`config.mk`:
```
export PLATFORM = sky130hd
export DESIGN_NAME = i2c_slave_regfile
export DESIGN_NICKNAME = d
export VERILOG_FILES = /design/src/rtl/i2c_slave_regfile.sv
export SDC_FILE = /design/constraint.sdc
export NUM_CORES = 1
export LEC_CHECK = 0
export ABC_AREA = 0
export ABC_CLOCK_PERIOD_IN_PS = 2290
export BUFFER_PORTS_ARGS = -buffer_cell sky130_fd_sc_hd__buf_2
export CAP_MARGIN = 15
export CELL_PAD_IN_SITES_DETAIL_PLACEMENT = 1
export CELL_PAD_IN_SITES_GLOBAL_PLACEMENT = 1
export CORE_AREA = 2 2 188 190
export CTS_CLUSTER_SIZE = 20
export DETAILED_ROUTE_END_ITERATION = 10
export DIE_AREA = 0 0 190 192
export GPL_ROUTABILITY_DRIVEN = 0
export PLACE_DENSITY = 0.63
export SLEW_MARGIN = 25
export SYNTH_ARGS = -nofsm -noshare
export SYNTH_HDL_FRONTEND = slang
export SYNTH_SLANG_ARGS = --single-unit
```
`constraint.sdc`:
```
create_clock -name clk -period 2.29 [get_ports clk]
set_input_delay 0.229 -clock clk [delete_from_list [all_inputs] [get_ports clk]]
set_output_delay 0.229 -clock clk [all_outputs]
set_load 0.03 [all_outputs]
```
`src/rtl/i2c_slave_regfile.sv`:
```
`default_nettype none
// ============================================================================
//  Module   : i2c_slave_regfile
//  Purpose  : I2C slave with a byte-wide register file.
//             - Oversamples SCL/SDA on clk and detects START, repeated START and STOP.
//             - Matches a 7-bit device address.
//             - Multi-byte writes and reads use an auto-incrementing register pointer.
//             - SDA is driven open-drain for ACK and read data.
//             - A local port gives the fabric access to the same registers.
//  Ports    : clk, reset           system clock, synchronous active-high reset
//             scl_in, sda_in       asynchronous I2C pad inputs
//             sda_oe               1 = pull SDA low
//             loc_wr_en/loc_addr/loc_wr_data/loc_rd_data   local register port
//             busy                 addressed transaction in progress
//             wr_strobe/wr_index   one-cycle notification of an I2C register write
//  Revision : 1.0  initial release
// ============================================================================
module i2c_slave_regfile #(
    parameter logic [6:0] SLAVE_ADDR  = 7'h42,
    parameter int         REG_AW      = 4,
    parameter int         SYNC_STAGES = 2
) (
    input  logic              clk,
    input  logic              reset,
    input  logic              scl_in,
    input  logic              sda_in,
    output logic              sda_oe,
    input  logic              loc_wr_en,
    input  logic [REG_AW-1:0] loc_addr,
    input  logic [7:0]        loc_wr_data,
    output logic [7:0]        loc_rd_data,
    output logic              busy,
    output logic              wr_strobe,
    output logic [REG_AW-1:0] wr_index
);

    localparam int c_NUM_REGS = 2 ** REG_AW;

    typedef enum logic [3:0] {
        S_IDLE     = 4'd0,
        S_ADDR     = 4'd1,
        S_ADDR_ACK = 4'd2,
        S_PTR      = 4'd3,
        S_PTR_ACK  = 4'd4,
        S_WR_DATA  = 4'd5,
        S_WR_ACK   = 4'd6,
        S_RD_DATA  = 4'd7,
        S_RD_ACK   = 4'd8,
        S_IGNORE   = 4'd9
    } state_t;

    // ------------------------------------------------------------------
    // Pad synchronisers plus one history flop for edge detection.
    // They reset to the idle-bus level (high) so that leaving reset
    // never fabricates a START or STOP.
    // ------------------------------------------------------------------
    logic [SYNC_STAGES-1:0] r_scl_sync, r_sda_sync;
    logic                   r_scl_d, r_sda_d;

    always_ff @(posedge clk) begin
        if (reset) begin
            r_scl_sync <= '1;
            r_sda_sync <= '1;
            r_scl_d    <= 1'b1;
            r_sda_d    <= 1'b1;
        end else begin
            r_scl_sync <= {r_scl_sync[SYNC_STAGES-2:0], scl_in};
            r_sda_sync <= {r_sda_sync[SYNC_STAGES-2:0], sda_in};
            r_scl_d    <= r_scl_sync[SYNC_STAGES-1];
            r_sda_d    <= r_sda_sync[SYNC_STAGES-1];
        end
    end

    logic w_scl_s, w_sda_s, w_scl_rise, w_scl_fall, w_start, w_stop;
    assign w_scl_s    = r_scl_sync[SYNC_STAGES-1];
    assign w_sda_s    = r_sda_sync[SYNC_STAGES-1];
    assign w_scl_rise = w_scl_s & ~r_scl_d;
    assign w_scl_fall = ~w_scl_s & r_scl_d;
    // SDA may only move while SCL is high for a bus condition.
    assign w_start    = w_scl_s & r_scl_d & r_sda_d & ~w_sda_s;
    assign w_stop     = w_scl_s & r_scl_d & ~r_sda_d & w_sda_s;

    // ------------------------------------------------------------------
    // Protocol state
    // ------------------------------------------------------------------
    state_t            r_state, w_state_nxt;
    logic [3:0]        r_cnt, w_cnt_nxt;
    logic [7:0]        r_shift, w_shift_nxt;
    logic              r_sda_oe, w_sda_oe_nxt;
    logic              r_busy, w_busy_nxt;
    logic [REG_AW-1:0] r_ptr, w_ptr_nxt;
    logic              r_rw, w_rw_nxt;
    logic              r_ack, w_ack_nxt;
    logic              w_commit;
    logic              r_wr_strobe;
    logic [REG_AW-1:0] r_wr_index;
    logic [7:0]        r_regs [c_NUM_REGS];
    logic [7:0]        w_rd_byte;

    assign w_rd_byte = r_regs[r_ptr];

    always_ff @(posedge clk) begin
        if (reset) begin
            r_state     <= S_IDLE;
            r_cnt       <= '0;
            r_shift     <= '0;
            r_sda_oe    <= 1'b0;
            r_busy      <= 1'b0;
            r_ptr       <= '0;
            r_rw        <= 1'b0;
            r_ack       <= 1'b0;
            r_wr_strobe <= 1'b0;
            r_wr_index  <= '0;
        end else begin
            r_state     <= w_state_nxt;
            r_cnt       <= w_cnt_nxt;
            r_shift     <= w_shift_nxt;
            r_sda_oe    <= w_sda_oe_nxt;
            r_busy      <= w_busy_nxt;
            r_ptr       <= w_ptr_nxt;
            r_rw        <= w_rw_nxt;
            r_ack       <= w_ack_nxt;
            r_wr_strobe <= w_commit;
            if (w_commit) begin
                r_wr_index <= r_ptr;
            end
        end
    end

    // All SDA drive changes are taken on an SCL falling edge so the
    // line only moves while SCL is low.
    always_comb begin
        w_state_nxt  = r_state;
        w_cnt_nxt    = r_cnt;
        w_shift_nxt  = r_shift;
        w_sda_oe_nxt = r_sda_oe;
        w_busy_nxt   = r_busy;
        w_ptr_nxt    = r_ptr;
        w_rw_nxt     = r_rw;
        w_ack_nxt    = r_ack;
        w_commit     = 1'b0;

        if (w_stop) begin
            w_state_nxt  = S_IDLE;
            w_sda_oe_nxt = 1'b0;
            w_busy_nxt   = 1'b0;
        end else if (w_start) begin
            w_state_nxt  = S_ADDR;
            w_cnt_nxt    = '0;
            w_sda_oe_nxt = 1'b0;
        end else begin
            case (r_state)
                S_ADDR, S_PTR, S_WR_DATA: begin
                    if (w_scl_rise) begin
                        w_shift_nxt = {r_shift[6:0], w_sda_s};
                        w_cnt_nxt   = r_cnt + 4'd1;
                    end else if (w_scl_fall && r_cnt == 4'd8) begin
                        w_cnt_nxt = '0;
                        if (r_state == S_ADDR) begin
                            if (r_shift[7:1] == SLAVE_ADDR) begin
                                w_state_nxt  = S_ADDR_ACK;
                                w_sda_oe_nxt = 1'b1;
                                w_busy_nxt   = 1'b1;
                                w_rw_nxt     = r_shift[0];
                            end else begin
                                w_state_nxt = S_IGNORE;
                                w_busy_nxt  = 1'b0;
                            end
                        end else if (r_state == S_PTR) begin
                            w_ptr_nxt    = r_shift[REG_AW-1:0];
                            w_state_nxt  = S_PTR_ACK;
                            w_sda_oe_nxt = 1'b1;
                        end else begin
                            w_commit     = 1'b1;
                            w_ptr_nxt    = r_ptr + 1'b1;
                            w_state_nxt  = S_WR_ACK;
                            w_sda_oe_nxt = 1'b1;
                        end
                    end
                end
                S_ADDR_ACK: begin
                    if (w_scl_fall) begin
                        if (r_rw) begin
                            // Byte is captured here, so later local writes
                            // cannot disturb the byte being shifted out.
                            w_state_nxt  = S_RD_DATA;
                            w_shift_nxt  = w_rd_byte;
                            w_sda_oe_nxt = ~w_rd_byte[7];
                        end else begin
                            w_state_nxt  = S_PTR;
                            w_sda_oe_nxt = 1'b0;
                        end
                    end
                end
                S_PTR_ACK, S_WR_ACK: begin
                    if (w_scl_fall) begin
                        w_state_nxt  = S_WR_DATA;
                        w_sda_oe_nxt = 1'b0;
                    end
                end
                S_RD_DATA: begin
                    if (w_scl_rise) begin
                        w_cnt_nxt = r_cnt + 4'd1;
                    end else if (w_scl_fall) begin
                        if (r_cnt == 4'd8) begin
                            w_state_nxt  = S_RD_ACK;
                            w_sda_oe_nxt = 1'b0;
                            w_cnt_nxt    = '0;
                        end else begin
                            w_shift_nxt  = {r_shift[6:0], 1'b0};
                            w_sda_oe_nxt = ~r_shift[6];
                        end
                    end
                end
                S_RD_ACK: begin
                    if (w_scl_rise) begin
                        w_ack_nxt = ~w_sda_s;
                        w_ptr_nxt = r_ptr + 1'b1;
                    end else if (w_scl_fall) begin
                        if (r_ack) begin
                            w_state_nxt  = S_RD_DATA;
                            w_shift_nxt  = w_rd_byte;
                            w_sda_oe_nxt = ~w_rd_byte[7];
                        end else begin
                            w_state_nxt = S_IGNORE;
                        end
                    end
                end
                default: begin
                    // IDLE and IGNORE only leave on START/STOP.
                    w_sda_oe_nxt = 1'b0;
                end
            endcase
        end
    end

    // ------------------------------------------------------------------
    // Register file: an I2C commit is applied after the local write so it
    // takes precedence when both target the same register.
    // ------------------------------------------------------------------
    always_ff @(posedge clk) begin
        if (reset) begin
            for (int i = 0; i < c_NUM_REGS; i++) begin
                r_regs[i] <= '0;
            end
        end else begin
            if (loc_wr_en) begin
                r_regs[loc_addr] <= loc_wr_data;
            end
            if (w_commit) begin
                r_regs[r_ptr] <= r_shift;
            end
        end
    end

    assign loc_rd_data = r_regs[loc_addr];
    // Reset releases SDA combinationally so no low glitch survives it.
    assign sda_oe      = r_sda_oe & ~reset;
    assign busy        = r_busy;
    assign wr_strobe   = r_wr_strobe;
    assign wr_index    = r_wr_index;

endmodule
`default_nettype wire

```
* After elaboration in Yosys (flattened, before gate mapping)
Memory sizes are Yosys's and may differ from the RTL's. A register that Yosys moved wholly into a read port is not among the register bits.
Cells that the tools add are included.
** Word-level totals
- Memories :: 1
- Register bits :: 35
- Input bits :: 17
- Word-level logic and storage cells :: 172
- Output and inout bits :: 15
- Bits in writable memories :: 128
** Cells by class
- Equal/unequal tests :: 38
- $add $sub $neg :: 2
- Mux-type cells :: 77
- Reductions and logical operators :: 21
- Bitwise operators :: 18
** Memories
- r_regs :: depth 16, width 8, read ports 2, clocked after Yosys merged registers in 1, write ports 16, line 97 : logic [7:0] r_regs [c_NUM_REGS];
** Operators with widths (count)
- 2-to-1 mux 4 bit :: 27
- 2-to-1 mux 8 bit :: 11
- 2-to-1 mux 1 bit :: 32
- case mux 8 bit (4 select lines) :: 1
- inequality test 2 bit (second input constant) :: 15
- inequality test 3 bit (second input constant) :: 10
- AND reduction 10 bit :: 3
- case mux 4 bit (5 select lines) :: 1
- equality test 4 x 3 -> 1 bit (second input constant) :: 4
- case mux 4 bit (2 select lines) :: 2
- OR reduction 8 bit :: 2
- AND reduction 7 bit :: 2
- inequality test 4 bit (second input constant) :: 3
- AND reduction 12 bit :: 1
- NOT 1 bit :: 10
- AND reduction 5 bit :: 2
- adder 4 x 1 -> 4 bit (second input constant) :: 2
- AND 1 bit :: 8
- equality test 4 x 2 -> 1 bit (second input constant) :: 2
- equality test 4 bit (second input constant) :: 2
- equality test 7 bit (second input constant) :: 1
- nonzero test 6 bit :: 1
- OR reduction 3 bit :: 2
- case mux 1 bit (5 select lines) :: 1
- 10 further kinds :: 11

* Depth between registers and ports, before layout
Gate-level depths: netlist (run 1).
- Word-level depth :: 13
- Mapped depth :: 11
- Mapped depth without buffers :: 7

* Worst setup path before layout (run 1)
OpenSTA, ideal clock, no wires.
- Path kind :: reg2reg
- Start :: reg r_scl_d
- End :: mem r_regs[9][0] (enable)
- Stages on the path, launching flop included :: 11
- Path slack :: -152 ps
- Period minus slack after synthesis :: 2442 ps
- Data arrival time :: 2113 ps
- Data required time :: 1961 ps
- Library setup time :: 329 ps
- Buffers on the path :: 4
- Path through :: dfxtp_1 > inv_1 > ha_1 > clkbuf_1 > nor2b_1 > buf_2 > o2111a_1 > clkbuf_1 > nand4_1 > clkbuf_1 > nand2_1
** RTL lines
- start, declared :: line 58 : logic r_scl_d, r_sda_d;
- start signal, assigned :: line 69 : r_scl_d <= r_scl_sync[SYNC_STAGES-1];
- end, declared :: line 97

==> impl_metrics.py, run 1 <==
metrics = {
    "sta": {
        "fin_crit_sh_pct": 104,
        "slew_headroom_pct": 48.6,
        "setup_violations": 8,
        "finalCriticalPeriod_ps": 2390,
        "holdWs_ps": 11.5,
        "grt_setup_unrepaired": "yes",
        "worst_pin_slew_ps": 770,
        "hold_viol_final": 0,
        "tns_ps": -401,
        "fin_skew_ps": 20.4,
        "worst_slack_ps": -97.8,
        "slew_violations": 0,
        "fmax_mhz": 419,
    },
    "yosys": {
        "synth-compound-area-share_pct": 13.3,
        "synth_top_family_by_area": "simple AND/OR/NAND/NOR gates",
        "synth.avg_cell_area_um2": 10.2,
        "syn_inst": 1000,
        "synth_ff_type": "edfxtp_1",
        "synth-seq-cells": 167,
        "yosysWarnings": 0,
        "muxShareOfSynthArea_pct": 16.9,
        "synth_edf_count": 128,
        "synth_xor_area_share_pct": 0.172,
        "synth_nets": 1026,
        "synth-adder-area-share_pct": 1.11,
        "yosys.area_share.simple_pct": 18.7,
        "yosysSeqAreaShare_pct": 45.4,
        "ys_types": 66,
        "syn_area_um2": 10200,
        "async_flop_share_pct": 0,
    },
    "worst_setup_path": {
        "crit_required_ps": 2060,
        "startpoint": "r_regs[2][7]$_DFFE_PP_",
        "cp.arrival_ps": 2160,
        "worstPathMaxFanout": 2,
        "startpoint_type": "flip-flop",
        "rr_startpoint": "r_state[2]$_SDFFE_PP0P_",
        "criticalPathCategory": "reg -> out",
        "crit_path_end_kind": "output pin",
    },
    "cells_and_area": {
        "drive_gt1_share_pct": 28.5,
        "seqCellArea_um2": 4630,
        "antenna_cells": 0,
        "final_cell_mix": "188 x nand2_1, 128 x edfxtp_1, 124 x o21ai_0, 124 x buf_4, 71 x mux4_2",
        "num-nets-final": 1125,
        "multi_input_area_um2": 5250,
        "fin_cells": 1567,
        "final_common_cell": "nand2_1",
        "fill_cells": 3839,
        "areaGrowthSynthToFinish_pct": 23.1,
    },
    "floorplanning": {
        "die_area_um2": 36500,
        "die_x_um": 190,
        "initial_utilization_pct": 29.7,
        "core_um2": 34300,
        "num_io_pins": 32,
        "fp-row-count": 68,
        "die_height_um": 192,
    },
    "clock_tree": {
        "cts_buffer_depth": 2,
        "cts_tree": "built",
        "clkTransAtPathRegs_ps": 70,
        "cts_made_buffers": 17,
        "clock_latency_ps": 460,
        "cts_root_buf": "clkbuf_16",
        "h-tree-depth": 4,
        "numClockSinks": 167,
    },
    "grt": {
        "gr-total-overflow": 0,
        "grt_antenna_before_repair": 1,
        "grt_max_degree": 42,
        "grt_pass1_wl_um": 59400,
        "grt_usage_pct": 22.4,
        "grt_pass1_vias": 9088,
    },
    "status": {
        "status": "complete, but fails checks",
        "violations": "negative setup slack",
    },
    "drt": {
        "wire_per_inst_um": 25.4,
        "first_iter_violations": 908,
        "drc_errors": 0,
        "drt-pass1-iter-count": 5,
        "drt-vias-per-instance": 5.71,
        "drtAntennaViolNets": 0,
        "vias": 8949,
        "routed_wl_um": 39800,
    },
    "power_and_ir_drop": {
        "powerDensity_nw_per_um2": 800,
        "vdd_drop_max_mv": 0.463,
        "leakagePower_nw": 4.13,
        "p_total_mw": 10.0,
    },
    "place": {
        "portBuffers": 31,
        "dp_hpwl_um": 29400,
        "placedCellCount": 1524,
    },
    "run": {
        "max_cap_violations": 0,
    },
    "worst_hold_path": {
        "holdCritPathClass": "in -> reg",
        "hp-start": "sda_in",
    },
}
[per-stage QoR]
stage | setup slack, ps | cell area, um2 | utilization (%)
finish | -97.8 | 12500 | 36.5
detailed placement | -45.8 | 11700 | 34.2
global placement | 3.02 | 11700 | 34.2
floorplan | 2.97 | 10300 | -
global route | -96.1 | 12500 | 36.5
CTS | -94.8 | 12400 | 36.2
[cell usage after synthesis (2+ instances only)]
master     number  share of area [%]
a31oi_1         5               0.31
mux2i_1        10               0.98
a21o_1          5               0.37
nor3_1         19               0.93
or3_1          14               0.86
clkbuf_1       54                2.0
a22oi_1         2               0.15
nand3b_1        4               0.29
a2111oi_0       2               0.17
nand4_1         9               0.55
and2_1          2               0.12
a221oi_1       10               0.86
o21a_1          3               0.22
a211oi_1        9               0.66
a2bb2oi_1       2               0.17
o211ai_1        2               0.15
a21oi_1        28                1.4
buf_1          16               0.59
a311oi_1        4               0.34
o21ai_1        17               0.84
nor4_2          6               0.74
nor4_1          7               0.43
nand2b_1        9               0.55
edfxtp_1      128                 38
or4_1           6               0.44
mux2_2          2               0.22
o21ai_0       126                6.2
inv_1          22               0.81
dfxtp_1        39                7.7
buf_2          19               0.93
nor2b_1        12               0.74
nand2_1       192                7.1
o31ai_1         2               0.15
nor2_1         35                1.3
mux4_2         71                 16
nand3_1        61                3.0
ha_1            9                1.1
nor3b_1         3               0.22
or2_2           7               0.43
[report_power, final]
part           switching (mW)  internal, mW  total (mW)
clock network            1.43          1.55        2.98
registers               0.237          3.50        3.74
logic                    2.07          1.24        3.31
total                    3.74          6.29        10.0
[registers in the layout, indices dropped and copies added (netlist names), named ones only]
name / cells
r_regs: 128
r_shift: 8
r_cnt: 4
r_ptr: 4
r_state: 4
wr_index: 4
r_scl_sync: 2
r_sda_sync: 2
busy: 1
r_ack: 1
r_rw: 1
r_scl_d: 1
r_sda_d: 1
r_sda_oe: 1
wr_strobe: 1
[critical path, stage by stage, from the launching register on]
cell and delay (ps):
edfxtp_1 500, mux4_2 520, mux4_2 520, buf_6 160
[per-layer routing]
layer	vias up	routed length [um]	global-route usage [%]
met2	403	18700	36.4
li1	3962	-	-
met1	4504	16300	28.7
met3	80	3290	5.01
met4	0	1570	9.45
met5	-	0	0
[cell families (layout without fill, tap and decap cells)]
kind of cell               after synthesis  in the layout
DFF                                    167            167
AOI/OAI and AO/OA                      231            231
adders and majority gates                9              9
buffers and inverters                  113            225
muxes                                   83             83
and+or+nand+nor                        395            395
xor gates and xnor gates                 2              2
[worst paths after layout]
kind	slack, ps	cells past startpoint	end
max	-100	3	loc_rd_data[7]
min	10	2	r_sda_sync[0]$_SDFF_PP1_
max reg2reg	90	6	flip-flop
min reg2reg	420	1	r_scl_sync[1]$_SDFF_PP1_
[cell type report]
type,instances,area share [%]
clock inverter,15,1.28
inverter,23,0.689
sequential,167,37.0
tap,455,4.54
multi-input combinational,720,41.9
clock buffer,17,3.40
timing repair buffer,170,11.2
[repair_timing]
item                                   in CTS  in global routing
setup endpoints to repair                  35                141
resized for setup                          18                 22
hold buffers                                1                  0
setup buffers                               6                  4
endpoints found under the hold margin       1                  0
cloned                                      0                  0
pin swaps                                   0                  3
(Power assumes the default switching activity.)
==> run 2, diff against run 1 <==
--- a/config.mk
+++ b/config.mk
@@ -7,7 +7,6 @@
 export LEC_CHECK = 0
 export ABC_AREA = 0
 export ABC_CLOCK_PERIOD_IN_PS = 2290
-export BUFFER_PORTS_ARGS = -buffer_cell sky130_fd_sc_hd__buf_2
 export CAP_MARGIN = 15
 export CELL_PAD_IN_SITES_DETAIL_PLACEMENT = 1
 export CELL_PAD_IN_SITES_GLOBAL_PLACEMENT = 1
@@ -15,8 +14,9 @@
 export CTS_CLUSTER_SIZE = 20
 export DETAILED_ROUTE_END_ITERATION = 10
 export DIE_AREA = 0 0 190 192
+export DONT_BUFFER_PORTS = 1
 export GPL_ROUTABILITY_DRIVEN = 0
-export PLACE_DENSITY = 0.63
+export PLACE_DENSITY = 0.62
 export SLEW_MARGIN = 25
 export SYNTH_ARGS = -nofsm -noshare
 export SYNTH_HDL_FRONTEND = slang
==> run 2 against run 1 <==
Effect of this change: the run still ends with negative setup slack left; die area unchanged; sequential power is essentially flat; worst setup slack gained 75 ps; utilization decreased by 0.84 points; power shrank 2.7%.
==> impl_metrics.py, run 2 (synthesized netlist as in run 1, its figures left out) <==
metrics = {
    "sta": {
        "worst_pin_slew_ps": 600,
        "grt_setup_unrepaired": "yes",
        "setup_violations": 2,
        "finalCriticalPeriod_ps": 2310,
        "fin_crit_sh_pct": 101,
        "worst_slack_ps": -22.4,
        "hold_viol_final": 0,
        "slew_violations": 0,
        "fin_skew_ps": 12.6,
        "slew_headroom_pct": 60.0,
        "fmax_mhz": 432,
        "tns_ps": -25.9,
    },
    "cells_and_area": {
        "top_regs": "r_regs (128), r_shift (8)",
        "final_common_cell": "nand2_1",
        "drive_gt1_share_pct": 24.6,
        "num-nets-final": 1084,
        "top_register": "r_regs",
        "antenna_cells": 0,
        "areaGrowthSynthToFinish_pct": 20.2,
        "final_cell_mix": "189 x nand2_1, 128 x edfxtp_1, 124 x o21ai_0",
        "largest_register_ffs": 128,
        "finish.utilization_pct": 35.7,
    },
    "floorplanning": {
        "die_area_um2": 36500,
        "fp-row-count": 68,
        "die_height_um": 192,
        "initial_utilization_pct": 29.7,
        "die_x_um": 190,
        "num_io_pins": 32,
        "core_um2": 34300,
    },
    "worst_setup_path": {
        "worstRegToRegCells": 10,
        "r2r_end": "r_regs[8][6]$_DFFE_PP_",
        "reg2reg_slack_ps": 70,
        "crit_path_end_kind": "output pin",
        "startpoint_type": "flip-flop",
        "cp.arrival_ps": 2080,
        "crit_required_ps": 2060,
        "rr_startpoint": "r_scl_sync[1]$_SDFF_PP1_",
        "criticalPathCategory": "reg -> out",
        "worstPathMaxFanout": 2,
    },
    "place": {
        "portBuffers": 0,
        "dp_hpwl_um": 28600,
        "pre_cts_ws_ps": -3.50,
    },
    "run": {
        "max_cap_violations": 0,
    },
    "power_and_ir_drop": {
        "powerDensity_nw_per_um2": 797,
        "leakagePower_nw": 3.94,
        "vdd_drop_max_mv": 0.605,
        "p_total_mw": 9.76,
    },
    "drt": {
        "first_iter_violations": 978,
        "vias": 8922,
        "drt-vias-per-instance": 5.85,
        "drtAntennaViolNets": 0,
        "drt-pass1-iter-count": 7,
        "drc_errors": 0,
        "routed_wl_um": 41000,
        "wire_per_inst_um": 26.8,
    },
    "grt": {
        "grt_max_degree": 37,
        "gr-total-overflow": 0,
        "grt_pass1_vias": 9010,
        "grt_pass1_wl_um": 61200,
        "grt_antenna_before_repair": 0,
        "grt_usage_pct": 23.1,
    },
    "clock_tree": {
        "cts_tree": "built",
        "h-tree-depth": 4,
        "cts_buffer_depth": 2,
        "clkTransAtPathRegs_ps": 80,
        "numClockSinks": 167,
        "clock_latency_ps": 450,
        "cts_made_buffers": 17,
        "cts_root_buf": "clkbuf_16",
    },
    "status": {
        "violations": "negative setup slack",
        "status": "complete, but fails checks",
    },
    "worst_hold_path": {
        "hold_depth": 2,
        "holdPathEnd": "r_regs[12][0]$_DFFE_PP_",
        "holdCritPathClass": "in -> reg",
        "hp-start": "loc_wr_data[0]",
    },
}
## run 2: changes by cell type in the layout (fill, tap and decap cells not counted), sizes merged
cell	before	now
buf	169	122
dlygate4sd3	1	7
clkinv	3	7
clkinvlp	3	0
inv	31	29
clkbuf	17	18
## run 2: worst max-delay path by stage
stage	start	end	depth (start not counted)
3_3_place_gp	r_cnt[0]$_SDFFE_PP0P_	r_regs[1][3]$_DFFE_PP_	9
4_1_cts	r_regs[2][1]$_DFFE_PP_	loc_rd_data[1]	2
5_1_grt	r_regs[2][5]$_DFFE_PP_	loc_rd_data[5]	2
2_1_floorplan	r_scl_sync[1]$_SDFF_PP1_	r_regs[11][0]$_DFFE_PP_	5
3_5_place_dp	r_cnt[0]$_SDFFE_PP0P_	r_regs[1][0]$_DFFE_PP_	9
6_report	r_regs[2][1]$_DFFE_PP_	loc_rd_data[1]	2
## run 2: through the flow
step / hold slack (ps) / cell area, um2 / std cells
final: 5.30 / 12200 / 1526
after global routing: 9.07 / 12200 / 1526
after CTS: 0.270 / 12100 / 1522
after detailed placement: 329 / 11500 / 1481
after global placement: 324 / 11500 / 1481
after floorplan: 333 / 10300 / 1000
## run 2: routing by layer
metal | wire length (um) | share of wire (%) | global-route usage [%] | vias to the layer above
li1 | - | - | - | 3880
met4 | 1470 | 3.6 | 9.12 | 0
met1 | 17000 | 42 | 29.8 | 4586
met2 | 19700 | 48 | 38.5 | 379
met5 | 0 | 0 | 0 | -
met3 | 2800 | 6.8 | 4.09 | 77
## run 2: critical path: stages (launching register included)
cell	delay (ps)
edfxtp_1	450
mux4_2	570
mux4_2	610
## run 2: what timing repair did
action                                  in CTS  in global routing
pin swaps                                    0                  2
endpoints found under the setup margin       2                162
cloned                                       0                  0
hold endpoints to repair                    37                  0
setup buffers                                1                  4
hold buffers                                 8                  0
gates resized for setup                      0                 21
## run 2: where the power goes
group / internal (mW) / total (mW) / switching, mW
combinational: 1.12 / 3.06 / 1.94
sequential: 3.50 / 3.75 / 0.247
clock: 1.53 / 2.96 / 1.42
total: 6.15 / 9.76 / 3.60
## run 2: area by class of cell
cell class / instances / area (um2)
clock inverter: 14 / 141
multi-input combinational: 720 / 5240
clock buffer: 18 / 429
fill: 3794 / 22000
timing repair buffer: 129 / 1140
inverter: 23 / 86.3
tap: 455 / 569
sequential: 167 / 4630
